[config.mk]
export PLATFORM = sky130hd
export DESIGN_NAME = product_accumulator
export DESIGN_NICKNAME = d
export VERILOG_FILES = /design/src/rtl/product_accumulator.sv
export SDC_FILE = /design/constraint.sdc
export NUM_CORES = 1
export LEC_CHECK = 0
export CAP_MARGIN = 20
export CELL_PAD_IN_SITES_DETAIL_PLACEMENT = 1
export CELL_PAD_IN_SITES_GLOBAL_PLACEMENT = 1
export CORE_AREA = 3 3 80 82
export DETAILED_ROUTE_END_ITERATION = 10
export DIE_AREA = 0 0 83 85
export PLACE_DENSITY = 0.89
export REMOVE_ABC_BUFFERS = 1
export SETUP_SLACK_MARGIN = 0.2
export SLEW_MARGIN = 20
export SYNTH_ARGS = -nofsm -noshare
export SYNTH_HDL_FRONTEND = slang
export SYNTH_SLANG_ARGS = --single-unit
[constraint.sdc]
create_clock -name clk -period 2.8 [get_ports clk]
set_input_delay 0.56 -clock clk [delete_from_list [all_inputs] [get_ports clk]]
set_output_delay 0.56 -clock clk [all_outputs]
set_load 0.005 [all_outputs]
[src/rtl/product_accumulator.sv]
// product_accumulator: sums cfg_len+1 unsigned 8-bit products per frame and presents the frame total.
// Latency: out_valid rises the cycle after the last beat; in_ready returns the cycle after the output transfer.
// Backpressure: in_ready is low while a result is held; out_ready low holds the result indefinitely.
// Option: define PRODUCT_ACC_SAT_EN for saturating accumulation (default build wraps modulo 2^ACC_W).
module product_accumulator #(
  parameter int ACC_W = 16,
  parameter int LEN_W = 4
) (
  input  logic             clk,
  input  logic             rst,
  input  logic [LEN_W-1:0] cfg_len,
  input  logic             in_valid,
  output logic             in_ready,
  input  logic [7:0]       in_prod,
  output logic             out_valid,
  input  logic             out_ready,
  output logic [ACC_W-1:0] out_acc,
  output logic             out_ovf
);

  if (ACC_W < 8) begin : g_acc_w_check
    $error("product_accumulator: ACC_W must be >= 8");
  end

  localparam logic [LEN_W-1:0] CNT_ONE = 1;

  typedef enum logic {
    ACCUM = 1'b0,
    HOLD  = 1'b1
  } state_t;

  state_t           state;
  state_t           state_nxt;

  logic [ACC_W-1:0] acc;
  logic [LEN_W-1:0] cnt;
  logic [LEN_W-1:0] len_q;
  logic             ovf_q;

  logic             beat;
  logic             last;
  logic             carry;
  logic [ACC_W:0]   sum_ext;
  logic [ACC_W-1:0] sum_nxt;

  // A beat can only happen in ACCUM, so in_prod is ignored while holding a result.
  assign beat    = (state == ACCUM) && in_valid;
  assign sum_ext = {1'b0, acc} + {{(ACC_W-7){1'b0}}, in_prod};
  assign carry   = sum_ext[ACC_W];

  // On the first beat len_q still holds the previous frame's length, so the
  // live cfg_len decides whether a one-beat frame ends immediately.
  assign last = (cnt == '0) ? (cfg_len == '0) : (cnt == len_q);

`ifdef PRODUCT_ACC_SAT_EN
  // Clamp on carry; once acc is all-ones any further add carries again (or adds zero), so it stays clamped.
  assign sum_nxt = carry ? {ACC_W{1'b1}} : sum_ext[ACC_W-1:0];
`else
  // Wrap modulo 2^ACC_W; the carry is still recorded in the sticky overflow flag.
  assign sum_nxt = sum_ext[ACC_W-1:0];
`endif

  // State register.
  always_ff @(posedge clk) begin
    if (rst) begin
      state <= ACCUM;
    end else begin
      state <= state_nxt;
    end
  end

  // Next state: leave ACCUM on the last beat, leave HOLD on the output transfer.
  always_comb begin
    state_nxt = state;
    case (state)
      ACCUM:   if (beat && last) state_nxt = HOLD;
      HOLD:    if (out_ready)    state_nxt = ACCUM;
      default: state_nxt = ACCUM;
    endcase
  end

  // Handshake outputs decoded purely from state, with no combinational path from in_valid/out_ready.
  always_comb begin
    in_ready  = 1'b0;
    out_valid = 1'b0;
    case (state)
      ACCUM:   in_ready  = 1'b1;
      HOLD:    out_valid = 1'b1;
      default: in_ready  = 1'b1;
    endcase
  end

  // Datapath: accumulate per beat, capture the result and restart on the last beat.
  always_ff @(posedge clk) begin
    if (rst) begin
      acc     <= '0;
      cnt     <= '0;
      len_q   <= '0;
      ovf_q   <= 1'b0;
      out_acc <= '0;
      out_ovf <= 1'b0;
    end else if (beat) begin
      if (cnt == '0) begin
        len_q <= cfg_len;
      end
      if (last) begin
        out_acc <= sum_nxt;
        out_ovf <= ovf_q | carry;
        acc     <= '0;
        cnt     <= '0;
        ovf_q   <= 1'b0;
      end else begin
        acc     <= sum_nxt;
        cnt     <= cnt + CNT_ONE;
        ovf_q   <= ovf_q | carry;
      end
    end
  end

endmodule

==> results.md, run 1 <==
- WHS: roughly 0.46 ns
- Skew final: ~0.0096 ns
- Multiplexer share of the synthesized area: around 2.1%
- Ranking of synthesized cells by area: dfxtp_1 (36%), ha_1 (5.3%), nor2_1 (4.1%), a21oi_1 (4.0%), nand2_1 (3.2%)
- Sequential share of the synthesized area: 36.4%
- Yosys top cell area share: 36.4%
- Layout cells sized above 1: approximately 15%
- Vias in the first global route: about 2400
- Clk slew on worst S/H paths: 0.08 ns
- Detailed Route WL: 6830 µm
- Synth area leader: dfxtp_1
- Reg area: 861 µm²
- Worst relative slew slack: 58.3%
- H-tree depth: 2
- CP Data Required Time: 3.04 ns
- Outcome: completed
- Critical Path Slowest Stage Cell: or4b_4
- Placement Rows: 28
- Ratio of total power to cell area: 639 nW/µm²
- Most common cell after layout, fill and taps aside: dfxtp_1
- Distinct cells, synth: 59
- EDFF count, synth: 0
- GRT overflow: 0
- Total GRT Usage: 20.0%
- DR iter-0 viols: 128
- I/O Buffers: 34
- Core area: 5820 µm²
- Die Area: 7060 µm²
- Initial Util: 40.7%
- Cells after Synth: 267
- Antenna fix cells: 0
- CP arrival: 2.79 ns
- Clk_lat worst skew: about 0.31 ns
- Setup CP Type: primary input to flip-flop
- Max Root-Sink Buffers: 2
- Vias: 2253
- Synth Area in Simple Gates: 20.0%
- Count of final setup violators: 0
- Synthesis-to-layout area growth: 26.9%
- Final routed DRC violation total: 0
- Max Clk Rate: 393 MHz
- RSZ-0062 raised after global routing: false
- First-pass GRT wire length: 11400 µm
- Final ANT Viol Nets: 0
- Gp weighted congestion: 0.819
- Vias per cell: 5.84
- Largest fanout on the critical path: 4
- Register bit total from synthesis: 43
- Multi-input logic area: 1420 µm²
- Total clock buffers created by CTS: 5
- Synth Area in XOR/XNOR: under 10%
- Die height: 85 µm
- Max Transition Viols Final: 0
- Syn. warnings: 0
- Num Clock Sinks: between 40 and 50
- DP Area: 2830 µm²
- Slowest stage delay, CP: 0.50 ns
- P_leak: roughly 0.0011 µW
- Die W: slightly above 80 µm
- DRT Pass-1 Iters: 4
- HPWL after detailed placement: ~4800 µm
- Ys async rst share: 0%
- Crit path top cell by count: o21ai_2
- Max Cap Viol: 0
- Post-Synth Adder-Cell Area: between 6 and 7%
- Cell breakdown of the critical path: clkdlybuf4s50_1 > ha_2 > fa_2 > a211oi_4 > o21ai_2 > o211ai_1 > or4b_4 > o21ai_2
- Final Hold Fails: 0
- Initial antenna violation count: 0
- Fin crit period: 2.54 ns
- Compound-gate portion of the synthesized area: 25.8%
- Nets@finish: roughly 340
- Tot Pwr: approximately 1900 µW
- Post-synthesis cell area: 2370 µm²
- WL/cell: 17.7 µm
- VDD IR max: 0.515 mV
- Largest family of logic cells by synthesized area: compound AO/OA/AOI/OAI gates
- Final instance area: 3000 µm²
- Fillcell total: 703
- Most frequent cells in the layout: dfxtp_1 (43), clkdlybuf4s50_1 (34), nor2_1 (26)
- Period utilization: between 90% and 100%
- Top Ports: 35
- TritonCTS clock tree: yes
- Post-synth top flop: dfxtp_1
- Hold Path Class: flip-flop to flip-flop
- Worst slew pin tran: 0.623 ns
- Worst Setup Start Kind: primary input
- Mean post-synth cell area: 8.86 µm²
- Pin count of the biggest net entering global routing: 39
- CTS Hold Bufs: 0
- Root Buffer: clkbuf_8
- CP Capture Type: flip-flop
-- registers in the layout, indices dropped and copies added, names as in the netlist --
register and flops:
acc 16, out_acc 16, cnt 4, ovf_q 1, state 1, len_q 4, out_ovf 1
-- cells in the mapped netlist, types with 2 or more instances --
library cell	instances
nand2b_1	3
a21oi_2	2
o211ai_1	5
nor2_1	26
nand3_1	8
xor2_1	7
or4b_1	3
o21a_1	2
buf_6	3
o31ai_1	3
a21o_1	3
dfxtp_1	43
a21oi_1	19
a31oi_1	11
clkbuf_1	5
buf_4	2
xnor2_1	5
a211oi_1	7
o21ai_0	12
buf_2	2
a311oi_1	4
nand4_1	4
inv_1	7
nor3_1	3
mux2i_1	5
a22o_1	3
nand2_1	20
or3_1	5
ha_1	10
a22oi_1	4
o21ai_2	3
-- worst max-delay path, delay by kind of cell --
| family | cells | cell delay (ns) |
|---|---|---|
| simple gates | 1 | 0.50 |
| compound gates | 4 | 0.70 |
| fa+ha+maj | 2 | 0.60 |
| buf+inv | 1 | 0.42 |
-- worst paths after layout --
check / cells after the start / to / startpoint / slack [ns]
worst max-delay path: 8 / out_acc[8] / in_prod[0] / 0.26
worst min-delay path: 2 / out_acc[5] / out_acc[5] / 0.46
worst max register to register: 7 / acc[11] / cnt[0] / 0.44
worst min register to register: 2 / out_acc[5] / out_acc[5] / 0.46
-- report_power, final --
group / total [µW] / internal [µW] / switching [µW] / leakage, µW
registers: 718 / 672 / 46.6 / 0.000350
logic: 615 / 277 / 338 / 0.000677
clock network: 585 / 357 / 228 / 0.0000654
-- cell families after synthesis --
logic type / after synthesis
AO/OA/AOI/OAI: 88
AND/OR/NAND/NOR: 87
flip-flops: 43
buffers and inverters: 21
XOR/XNOR: 12
adder cells (fa/ha/maj): 11
multiplexers: 5
-- through the flow --
step | instances | TNS, ns | util, % | setup WS (ns)
after floorplan | 253 | 0 | - | 0.413
after global placement | 377 | -0.134 | 48.6 | -0.0996
after detailed placement | 377 | -1.13 | 48.6 | -0.229
after CTS | 386 | 0 | 51.2 | 0.201
after global routing | 386 | 0 | 51.6 | 0.200
final | 386 | 0 | 51.6 | 0.257
-- area by class of cell --
type | instances | area share, %
inverters | 7 | 0.875
clock buffers | 6 | 2.42
well taps | 75 | 3.13
flip-flops and latches | 43 | 28.7
clock inverters | 2 | 2.00
multi-input cells | 203 | 47.1
repair buffers | 50 | 15.8
-- routing by layer --
metal  vias up  wire length (µm)  global-route usage [%]
met3        22               309                    3.88
met2        54              3510                    36.7
met5         -                 0                       0
li1       1072                 -                       -
met1      1105              2780                    21.9
met4         0               227                    10.5
-- what timing repair did --
action,CTS,global route
buffers inserted,1,0
gates resized for setup,3,5
hold endpoints to repair,0,0
setup endpoints to repair,5,10
pin swaps,2,4
(Power assumes the default switching activity.)
==> run 2, diff against run 1 <==
--- a/config.mk
+++ b/config.mk
@@ -18,3 +18,4 @@
 export SYNTH_ARGS = -nofsm -noshare
 export SYNTH_HDL_FRONTEND = slang
 export SYNTH_SLANG_ARGS = --single-unit
+export TNS_END_PERCENT = 30
==> run 2 against run 1 <==
Compared with the run above: cell area down 0.50%; non-clock buffer count unchanged; sequential cell count unchanged; sequential share of layout area up 0.14 points; register-to-register slack about the same; via count down 0.67%; sequential power about the same; combinational power down 1%; utilization down 0.26 points; clock power about the same; clock skew down 0.0040 ns; global-route usage unchanged; critical path type unchanged; highest routed layer unchanged.
==> results.md, run 2 (synthesis gave the netlist of run 1 again) <==
- Outcome: completed (unchanged)
- Initial antenna violation count: 0 (unchanged)
- Initial Util: 40.7% (unchanged)
- Die Area: 7060 µm² (unchanged)
- Die W: 83 µm (unchanged)
- DRT Pass-1 Iters: 5 (was 4)
- H-tree depth: 2 (unchanged)
- RSZ-0062 raised after global routing: true (was false)
- CP Capture Type: flip-flop (unchanged)
- TritonCTS clock tree: yes (unchanged)
- DR WL met2: 3560 µm (was 3510 µm)
- Core area: 5820 µm² (unchanged)
- Cell breakdown of the critical path: clkdlybuf4s50_1 > ha_1 > fa_1 > a211oi_2 > o21ai_2 > o211ai_1 > or4b_4 > o21ai_2 (was clkdlybuf4s50_1 > ha_2 > fa_2 > a211oi_4 > o21ai_2 > o211ai_1 > or4b_4 > o21ai_2)
- Final routed DRC violation total: 0 (unchanged)
- Vias per cell: 5.80 (was 5.84)
- Total GRT Usage: 20.0% (unchanged)
- Antenna fix cells: 0 (unchanged)
- VDD IR max: 0.514 mV (was 0.515 mV)
- Clk slew on worst S/H paths: 0.08 ns (about the same)
- Die height: 85 µm (unchanged)
- WL/cell: 17.6 µm (was 17.7 µm)
- Slowest stage delay, CP: 0.50 ns (about the same)
- CTS Hold Bufs: 0 (unchanged)
- CP Data Required Time: 3.04 ns (about the same)
- Vias in the first global route: 2424 (unchanged)
- Tot Pwr: 1910 µW (was 1920 µW)
- M1 wire length: 2720 µm (was 2780 µm)
- CP arrival: 2.87 ns (was 2.79 ns)
- Placement Rows: 28 (unchanged)
- Max Transition Viols Final: 0 (unchanged)
- Total clock buffers created by CTS: 5 (unchanged)
- P_leak: 0.00110 µW (was 0.00109 µW)
- First-pass GRT wire length: 11400 µm (unchanged)
- Place WS: -0.229 ns (unchanged)
- Reg area: 861 µm² (unchanged)
- DR top layer: met4 (unchanged)
- Max Clk Rate: 381 MHz (was 393 MHz)
- Worst slew pin tran: 0.620 ns (was 0.623 ns)
- Final Hold Fails: 0 (unchanged)
- Worst relative slew slack: 58.5% (was 58.3%)
- Ratio of total power to cell area: 640 nW/µm² (was 639 nW/µm²)
- NetSw: 610 µW (was 613 µW)
- Synthesis-to-layout area growth: 26.2% (was 26.9%)
- Top Ports: 35 (unchanged)
- Hold Path Class: flip-flop to flip-flop (unchanged)
- Delay-heaviest family, CP: compound AO/OA/AOI/OAI gates (unchanged)
- Clock power frac: 30.6% (was 30.5%)
- Multi-input logic area: 1400 µm² (was 1420 µm²)
- Most frequent cells in the layout: dfxtp_1 (43), clkdlybuf4s50_1 (34), nor2_1 (26) (unchanged)
- Largest fanout on the critical path: 4 (unchanged)
- Post-Layout Cell Count: 386 (unchanged)
- Sw Ratio: 32.0% (about the same)
- Layout cells sized above 1: 13.8% (was 14.8%)
- Count of final setup violators: 0 (unchanged)
- Critical Path Slowest Stage Cell: or4b_4 (unchanged)
- Logic gate share of total power: 31.8% (was 32.1%)
- Setup CP Type: primary input to flip-flop (unchanged)
- Clk_lat worst skew: 0.30 ns (was 0.31 ns)
- Worst Setup Start Kind: primary input (unchanged)
- Fin crit period: 2.62 ns (was 2.54 ns)
- Vias: 2238 (was 2253)
- Root Buffer: clkbuf_8 (unchanged)
- Cell count after placement: 377 (unchanged)
- Num Clock Sinks: 43 (unchanged)
- I/O Buffers: 34 (unchanged)
- Period utilization: 93.7% (was 90.8%)
- Setup ws final: 0.177 ns (was 0.257 ns)
- Share of power burned in registers: 37.6% (was 37.4%)
- GRT overflow: 0 (unchanged)
- Max Cap Viol: 0 (unchanged)
- Final ANT Viol Nets: 0 (unchanged)
- HPWL after detailed placement: 4760 µm (unchanged)
- Max Root-Sink Buffers: 2 (unchanged)
- DR iter-0 viols: 123 (was 128)
- Most common cell after layout, fill and taps aside: dfxtp_1 (unchanged)
- Crit path top cell by count: o21ai_2 (unchanged)
- Fillcell total: 703 (unchanged)
- Nets@finish: 337 (unchanged)
- Setup TNS: 0 ns (unchanged)
- Detailed Route WL: 6790 µm (was 6830 µm)
- Gp weighted congestion: 0.819 (unchanged)
- Largest registers: acc (16), out_acc (16) (unchanged)
- Pint: 1300 µW (was 1310 µW)
- Met3 routed WL: 278 µm (was 309 µm)
- Pin count of the biggest net entering global routing: 39 (unchanged)
- Skew final: 0.00563 ns (was 0.00961 ns)
- Critical path buffers and inverters: 1 (unchanged)
run 2: cell counts in the layout (fill, tap and decap cells not counted):
No cell type changed its count.
run 2: final timing paths:
kind / startpoint / end / slack (ns) / cells past startpoint
max: in_prod[0] / out_acc[8] / 0.18 / 8
min reg2reg: out_acc[5] / out_acc[5] / 0.47 / 2
max reg2reg: cnt[0] / acc[11] / 0.45 / 7
min: out_acc[5] / out_acc[5] / 0.47 / 2
run 2: area by class of cell:
cell class                 count  area share, %
clock buffer                   6           2.43
clock inverter                 2           2.01
inverter                       7          0.880
multi-input combinational    203           46.9
sequential                    43           28.8
tap                           75           3.14
timing repair buffer          50           15.8
run 2: worst reg2reg max path, stage by stage, from the launching register on:
cell and delay (ns):
dfxtp_1 0.41, inv_1 0.10, ha_1 0.22, or3b_1 0.28
o21ai_2 0.13, a211oi_4 0.57, or4b_1 0.49, o31ai_1 0.07
run 2: power groups by stage:
| stage | sequential [µW] | clock (µW) | combinational, µW |
|---|---|---|---|
| 2_1_floorplan | 723 | 0 | 343 |
| 3_3_place_gp | 726 | 0 | 552 |
| 3_5_place_dp | 731 | 0 | 580 |
| 4_1_cts | 717 | 598 | 599 |
| 5_1_grt | 724 | 615 | 672 |
| 6_report | 718 | 585 | 608 |
run 2: per-layer routing:
layer,up-vias,GRT usage [%]
met1,1091,21.9
li1,1073,-
met5,-,0
met4,0,10.5
met3,24,3.88
met2,50,36.7
run 2: metrics by stage:
stage          util, %  area (µm²)  hold WS, ns
2_1_floorplan        -        2270        0.439
4_1_cts           51.2        2980        0.470
6_report          51.4        2990        0.465
3_3_place_gp      48.6        2830        0.450
3_5_place_dp      48.6        2830        0.455
5_1_grt           51.4        2990        0.501
run 2: timing repair:
item                                    in CTS  in global routing
endpoints found under the setup margin       5                 14
buffers inserted                             1                  0
pin swaps                                    2                  0
gates resized for setup                      2                  2
==> run 3, diff against run 2 <==
--- a/config.mk
+++ b/config.mk
@@ -7,11 +7,11 @@
 export LEC_CHECK = 0
 export CAP_MARGIN = 20
 export CELL_PAD_IN_SITES_DETAIL_PLACEMENT = 1
-export CELL_PAD_IN_SITES_GLOBAL_PLACEMENT = 1
-export CORE_AREA = 3 3 80 82
+export CELL_PAD_IN_SITES_GLOBAL_PLACEMENT = 2
+export CORE_AREA = 3 3 89 91
 export DETAILED_ROUTE_END_ITERATION = 10
-export DIE_AREA = 0 0 83 85
-export PLACE_DENSITY = 0.89
+export DIE_AREA = 0 0 92 94
+export PLACE_DENSITY = 0.88
 export REMOVE_ABC_BUFFERS = 1
 export SETUP_SLACK_MARGIN = 0.2
 export SLEW_MARGIN = 20
==> run 3 against run 2 <==
Compared with the run above: sequential share of layout area rose by 0.28 points; setup slack improved by 0.11 ns; register-to-register slack barely moved; via count fell by 5.2%; clock skew rose by 0.0022 ns; largest cell class unchanged.
==> results.md, run 3 (synthesis gave the netlist of run 1 again) <==
- Outcome: completed (unchanged)
- RSZ-0062 raised after global routing: true (unchanged)
- Setup CP Type: primary input to flip-flop (unchanged)
- Fin crit period: 2.51 ns (was 2.62 ns)
- Count of final setup violators: 0 (unchanged)
- Max Transition Viols Final: 0 (unchanged)
- HPWL after detailed placement: 4400 µm (was 4760 µm)
- Initial antenna violation count: 0 (unchanged)
- Clk_lat worst skew: 0.31 ns (was 0.30 ns)
- Worst Setup Start Kind: primary input (unchanged)
- CP Data Required Time: 3.04 ns (about the same)
- Top Ports: 35 (unchanged)
- Antenna fix cells: 0 (unchanged)
- Skew final: 0.00780 ns (was 0.00563 ns)
- GRT overflow: 0 (unchanged)
- Largest fanout on the critical path: 4 (unchanged)
- DRT Pass-1 Iters: 4 (was 5)
- First-pass GRT wire length: 10300 µm (was 11400 µm)
- Worst relative slew slack: 59.1% (was 58.5%)
- TritonCTS clock tree: yes (unchanged)
- Cell count after placement: 401 (was 377)
- Setup ws final: 0.288 ns (was 0.177 ns)
- Tot Pwr: 1690 µW (was 1910 µW)
- Period utilization: 89.7% (was 93.7%)
- Most frequent cells in the layout: dfxtp_1 (43), clkdlybuf4s50_1 (34), nor2_1 (26) (unchanged)
- Detailed Route WL: 5960 µm (was 6790 µm)
- Pint: 1120 µW (was 1300 µW)
- Post-Layout Cell Count: 409 (was 386)
- Ratio of total power to cell area: 572 nW/µm² (was 640 nW/µm²)
- Vias per cell: 5.19 (was 5.80)
- Final routed DRC violation total: 0 (unchanged)
- Final ANT Viol Nets: 0 (unchanged)
- Logic gate share of total power: 34.1% (was 31.8%)
- Num Clock Sinks: 43 (unchanged)
- Worst slew pin tran: 0.612 ns (was 0.620 ns)
- VDD IR max: 0.299 mV (was 0.514 mV)
- Gp weighted congestion: 0.728 (was 0.819)
- Synthesis-to-layout area growth: 25.0% (was 26.2%)
- DP Area: 2860 µm² (was 2830 µm²)
- Vias: 2122 (was 2238)
- Sw Ratio: 34.1% (was 32.0%)
- Final instance area: 2960 µm² (was 2990 µm²)
- R2r setup slk: 0.45 ns (about the same)
- Largest registers: acc (16), out_acc (16) (unchanged)
- Post-CTS setup buffer count: 0 (was 1)
- Share of power burned in registers: 42.2% (was 37.6%)
- I/O Buffers: 34 (unchanged)
- Die W: 92 µm (was 83 µm)
- Clk slew on worst S/H paths: 0.08 ns (about the same)
- Most common cell after layout, fill and taps aside: dfxtp_1 (unchanged)
- Setup TNS: 0 ns (unchanged)
- Max Root-Sink Buffers: 2 (unchanged)
- CTS Hold Bufs: 0 (unchanged)
- Placement Rows: 31 (was 28)
- Clock power frac: 23.7% (was 30.6%)
- Hold Path Class: flip-flop to flip-flop (unchanged)
- Core area: 7210 µm² (was 5820 µm²)
- WL/cell: 14.6 µm (was 17.6 µm)
- Place WS: -0.136 ns (was -0.229 ns)
- NetSw: 576 µW (was 610 µW)
- Initial Util: 32.8% (was 40.7%)
- Layout cells sized above 1: 13.2% (was 13.8%)
- H-tree depth: 2 (unchanged)
- P_leak: 0.00106 µW (was 0.00110 µW)
- Pin count of the biggest net entering global routing: 39 (unchanged)
- Die height: 94 µm (was 85 µm)
- DR iter-0 viols: 81 (was 123)
- Final Hold Fails: 0 (unchanged)
- Total GRT Usage: 14.8% (was 20.0%)
- Nets@finish: 336 (was 337)
- CP arrival: 2.75 ns (was 2.87 ns)
- CP Capture Type: flip-flop (unchanged)
- Die Area: 8650 µm² (was 7060 µm²)
- Vias in the first global route: 2202 (was 2424)
- Total clock buffers created by CTS: 5 (unchanged)
- Max Clk Rate: 398 MHz (was 381 MHz)
- Max Cap Viol: 0 (unchanged)
- Root Buffer: clkbuf_8 (unchanged)
run 3: worst paths after layout:
path                                 start          to  cells after the start
worst min-delay path            out_acc[5]  out_acc[5]                      2
worst min register to register  out_acc[5]  out_acc[5]                      2
worst max-delay path            in_prod[0]  out_acc[8]                      8
worst max register to register      cnt[0]     acc[11]                      7
run 3: repair_timing:
item / CTS / global route
gates resized for setup: 1 / 2
gates cloned: 0 / 0
pin swaps: 0 / 1
setup endpoints to repair: 2 / 17
hold endpoints to repair: 0 / 0
run 3: metal layers:
metal / vias to the layer above / global-route usage [%] / share of wire [%]
met3: 9 / 2.88 / 2.4
met5: - / 0 / 0
met2: 27 / 25.1 / 47
met1: 1014 / 18.6 / 49
met4: 0 / 5.57 / 1.5
li1: 1072 / - / -
run 3: final cells by class:
type	instances	area [µm²]
Clock buffer	6	72.6
Clock inverter	2	12.5
Fill cell	881	4260
Inverter	7	26.3
Multi-Input combinational cell	203	1400
Sequential cell	43	861
Tap cell	99	124
Timing Repair Buffer	49	465
run 3: power groups by stage:
| stage | Sequential, µW | Combinational, µW | Clock [µW] |
|---|---|---|---|
| 6_report | 714 | 577 | 401 |
| 5_1_grt | 723 | 646 | 449 |
| 4_1_cts | 715 | 580 | 416 |
| 3_5_place_dp | 729 | 571 | 0 |
| 3_3_place_gp | 727 | 559 | 0 |
| 2_1_floorplan | 723 | 343 | 0 |
run 3: worst max-delay path: stages:
cell             delay [ns]
clkdlybuf4s50_1        0.41
ha_1                   0.22
fa_1                   0.41
a211oi_2               0.25
o21ai_1                0.15
o211ai_1               0.21
or4b_4                 0.48
o21ai_2                0.06
run 3: per-stage QoR:
| stage | util, % | hold slack, ns |
|---|---|---|
| final | 41.0 | 0.471 |
| after global routing | 41.0 | 0.497 |
| after CTS | 40.9 | 0.472 |
| after detailed placement | 39.6 | 0.456 |
| after global placement | 39.6 | 0.447 |
| after floorplan | - | 0.439 |
